### src/rtl/spi_frame_shifter.sv
// spi_frame_shifter: SPI mode-0 master datapath, one DATA_W-bit word per cs-low window
module spi_frame_shifter #(
  parameter int DATA_W = 16,
  parameter int CLK_DIV = 4
) (
  input  logic              clk,
  input  logic              rst_n,
  input  logic              cs,
  input  logic [DATA_W-1:0] tx_data,
  input  logic              miso,
  output logic              sclk,
  output logic              mosi,
  output logic              sent,
  output logic [DATA_W-1:0] rx_data,
  output logic              rx_valid,
  output logic              busy
);
  localparam int BW = $clog2(DATA_W);
  localparam int DW = $clog2(CLK_DIV + 1);
  localparam logic [BW-1:0] BIT_LAST = BW'(DATA_W - 1);
  localparam logic [DW-1:0] DIV_LAST = DW'(CLK_DIV - 1);
  typedef enum logic [1:0] {IDLE, SHIFT, DONE, WAIT_CS} state_t;
  state_t state;
  // the MSB goes straight to mosi at frame start, so only the remaining bits are queued
  logic [DATA_W-2:0] tx_shift;
  logic [DATA_W-1:0] rx_shift;
  logic [BW-1:0] bit_cnt;
  logic [DW-1:0] div_cnt;
  always_ff @(posedge clk) begin
    if (!rst_n) begin
      state <= IDLE;
      sclk <= 1'b0;
      mosi <= 1'b0;
      sent <= 1'b0;
      rx_valid <= 1'b0;
      busy <= 1'b0;
      rx_data <= '0;
      tx_shift <= '0;
      rx_shift <= '0;
      bit_cnt <= '0;
      div_cnt <= '0;
    end else begin
      sent <= 1'b0;
      rx_valid <= 1'b0;
      case (state)
        IDLE: begin
          sclk <= 1'b0;
          if (!cs) begin
            tx_shift <= tx_data[DATA_W-2:0];
            mosi <= tx_data[DATA_W-1];
            bit_cnt <= '0;
            div_cnt <= '0;
            busy <= 1'b1;
            state <= SHIFT;
          end
        end
        SHIFT: begin
          if (cs) begin
            state <= IDLE;
            sclk <= 1'b0;
            busy <= 1'b0;
          end else if (div_cnt != DIV_LAST) begin
            div_cnt <= div_cnt + DW'(1);
          end else begin
            div_cnt <= '0;
            sclk <= !sclk;
            if (!sclk) begin
              rx_shift <= {rx_shift[DATA_W-2:0], miso};
            end else if (bit_cnt != BIT_LAST) begin
              bit_cnt <= bit_cnt + BW'(1);
              mosi <= tx_shift[DATA_W-2];
              tx_shift <= tx_shift << 1;
            end else begin
              state <= DONE;
              sent <= 1'b1;
              rx_valid <= 1'b1;
              rx_data <= rx_shift;
            end
          end
        end
        DONE: begin
          busy <= 1'b0;
          state <= WAIT_CS;
        end
        WAIT_CS: begin
          sclk <= 1'b0;
          if (cs) state <= IDLE;
        end
        default: state <= IDLE;
      endcase
    end
  end
endmodule

### config.mk
export PLATFORM = sky130hd
export DESIGN_NAME = spi_frame_shifter
export DESIGN_NICKNAME = d
export VERILOG_FILES = /design/src/rtl/spi_frame_shifter.sv
export SDC_FILE = /design/constraint.sdc
export NUM_CORES = 1
export LEC_CHECK = 0
export CAP_MARGIN = 25
export CORE_UTILIZATION = 52
export DETAILED_ROUTE_END_ITERATION = 8
export PLACE_DENSITY = 0.78
export SLEW_MARGIN = 20
export SYNTH_ARGS = -nofsm -noshare
export SYNTH_HDL_FRONTEND = slang
export SYNTH_SLANG_ARGS = --single-unit
export TNS_END_PERCENT = 5
### constraint.sdc
create_clock -name clk -period 2.2 [get_ports clk]
set_clock_uncertainty 0.15 [all_clocks]
set_input_delay 0.33 -clock clk [delete_from_list [all_inputs] [get_ports clk]]
set_output_delay 0.33 -clock clk [all_outputs]
set_load 0.005 [all_outputs]
==> metrics.csv <==
stage,metric,value,unit
floorplan,starting density of the core,0.557,
clocking,Hold Buf Count CTS,0,
grt,Total GRT Usage,0.219,
sta,RSZ-0062 raised after global routing,false,
sta,final setup TNS,0,ps
sta,Max Fclk,504,MHz
critical_path,Worst setup EP type,register,
layout,number of diodes,0,
route,post-DR vias/cell,5.42,
clocking,CTS sink cnt,60,
run,max cap viols,0,
logic_synthesis,cell area after synthesis,2490,um2
clocking,later-pin clock latency in the skew report,330,ps
logic_synthesis,Post-Syn Nets,322,
critical_path,flop2flop setup slack,220,ps
layout,"commonest non-fill, non-tap cells in the layout","70 x nand2_1, 60 x dfxtp_1, 57 x a21oi_1",
critical_path,required time of the critical path,2310,ps
sta,final critical-path share of the clock period,0.902,
placed_design,Placed Instances,377,
grt,largest net degree at the start of global routing,36,
layout,final net count,362,
sta,fin. max-slew vios,0,
run_status,run status,"complete, but fails checks",
logic_synthesis,Seq cells post-synth,60,
grt,GR Overflow Total,0,
power,Leakage,1.19,nW
route,routed vias,2129,
layout,P&R area growth vs syn,27.6,%
logic_synthesis,Ys Warns,0,
clocking,CTS H-tree depth,3,
sta,# setup viols final,0,
clocking,CTS root buf,clkbuf_8,
clocking,setup bufs post-CTS,0,
clocking,Resize count post-CTS,0,
placed_design,hpwl dp,3230,um
clocking,"CTS clk-pin slew, worst paths",70,ps
logic_synthesis,Mean Syn Cell Area,8.42,um2
sta,final hold vios,0,
layout,Layout Cells excl Fill,393,
sta,post-route setup slack,215,ps
critical_path,CP Data Arrival Time,2090,ps
layout,"commonest non-fill, non-tap cell in the layout",nand2_1,
floorplan,number of top-level pins,41,
clocking,CTS tree,yes,
min_path,worst min path class,register to register,
critical_path,Max Fanout on Critical Path,30,
placed_design,gpl congestion,0.793,
floorplan,Std-Cell Core Area,4470,um2
floorplan,Die Width,71.2,um
layout,share of cells above drive strength 1,0.103,
route,WL/cell,12.7,um
route,Pre-antenna DRT Iters,6,
logic_synthesis,main flop type after synthesis,dfxtp_1,
power,Max IR drop VDD,0.503,mV
power,pwr dens,792,nW/um2
grt,initial antenna violation count,0,
critical_path,Critical Path Start Type,register,
logic_synthesis,Yosys top cell area share,0.482,
logic_synthesis,Cell variety after synth,32,
sta,Worst-Margin Slew,525,ps
route,Post-DRT Antenna Nets,0,
route,DR iter-0 viols,167,
logic_synthesis,synth top area cells,"dfxtp_1 48%, a21oi_1 11%, nand2_1 11%",
logic_synthesis,synthesized instance count,296,
logic_synthesis,"EDFF count, synth",0,
placed_design,DP Worst Slack,86.7,ps
power,Tot Pwr,2.52,mW
floorplan,die height,71.2,um
floorplan,die area,5070,um2
clocking,clock buffer depth,2,
clocking,total CTS buffers,9,
placed_design,port bufs,40,
route,WL final,5010,um
critical_path,crit path kind,register to register,
logic_synthesis,register area share after synthesis,0.482,
logic_synthesis,cell taking the most area after synthesis,dfxtp_1,
run_status,violated checks,design-rule violations,
route,# DRC,4,
grt,global-route wire length before repair,8770,um
logic_synthesis,async set-reset flop share out of synthesis,0,
grt,number of global-route vias before repair,2069,
sta,Slew HR,0.650,
floorplan,Cell Rows,24,
sta,Final min period,1980,ps
==> cell usage after synthesis, types with 2 or more instances <==
| cell type | count |
|---|---|
| mux2i_1 | 16 |
| a21oi_1 | 57 |
| dfxtp_1 | 60 |
| buf_2 | 10 |
| nand3_1 | 6 |
| nand2_1 | 70 |
| ha_1 | 6 |
| buf_4 | 4 |
| or3_1 | 3 |
| nor2b_1 | 2 |
| nor3_1 | 4 |
| nand2b_1 | 2 |
| inv_1 | 6 |
| a311oi_1 | 2 |
| nor2_1 | 8 |
| o21ai_0 | 16 |
| nor4_1 | 2 |
| clkbuf_1 | 8 |
==> worst max-delay path, cell delays in order, from the launching register on <==
cell     delay (ps)
dfxtp_1         380
inv_1            80
ha_1            260
or3b_4          470
o31ai_2         100
buf_12          210
o21ai_0         120
a21oi_1         140
==> flip-flops by register name (all words and copies together), names as in the netlist, named ones only <==
name	count
bit_cnt	4
div_cnt	3
state	1
mosi	1
sclk	1
busy	1
rx_valid	1
rx_data	16
rx_shift	16
tx_shift	15
==> report_power, final <==
part / leakage [nW] / internal, mW / switching [mW]
combinational: 0.593 / 0.128 / 0.133
clock: 0.110 / 0.645 / 0.462
sequential: 0.487 / 1.13 / 0.0237
==> stage by stage <==
stage	util	instance area (um2)	hold WS, ps
6_report	0.711	3180	305
5_1_grt	0.711	3180	324
4_1_cts	0.710	3180	307
3_5_place_dp	0.661	2960	297
3_3_place_gp	0.661	2960	292
2_1_floorplan	-	2490	282
==> worst paths after layout <==
path,from,endpoint,cells past startpoint
worst max register to register,register,tx_shift[13]$_SDFFE_PN0P_,7
worst max-delay path,register,tx_shift[13]$_SDFFE_PN0P_,7
worst min register to register,rx_data[7]$_SDFFE_PN0P_,rx_data[7]$_SDFFE_PN0P_,2
worst min-delay path,rx_data[7]$_SDFFE_PN0P_,rx_data[7]$_SDFFE_PN0P_,2
==> logic make-up (layout without fill, tap and decap cells) <==
logic type	count (synthesis)	count (layout)	synth area share
xor gates and xnor gates	1	1	0.00351
AOI/OAI and AO/OA	82	82	0.179
DFF	60	60	0.482
buffers and inverters	28	73	0.0532
and+or+nand+nor	103	103	0.188
adders and majority gates	6	6	0.0301
muxes	16	16	0.0643
==> layout make-up <==
class	count	area (um2)
flip-flops and latches	60	1200
well taps	52	65.1
multi-input cells	208	1160
fillers	357	1290
clock buffers	9	124
clock inverters	7	98.8
repair buffers	51	508
inverters	6	22.5
==> metal layers <==
layer | share of wire | GRT usage | vias to the layer above
li1 | - | - | 1089
met1 | 0.47 | 0.269 | 974
met2 | 0.47 | 0.362 | 59
met3 | 0.043 | 0.0464 | 7
met4 | 0.016 | 0.113 | 0
met5 | 0 | 0 | -
Note: power is estimated with default switching activity, not from simulation.
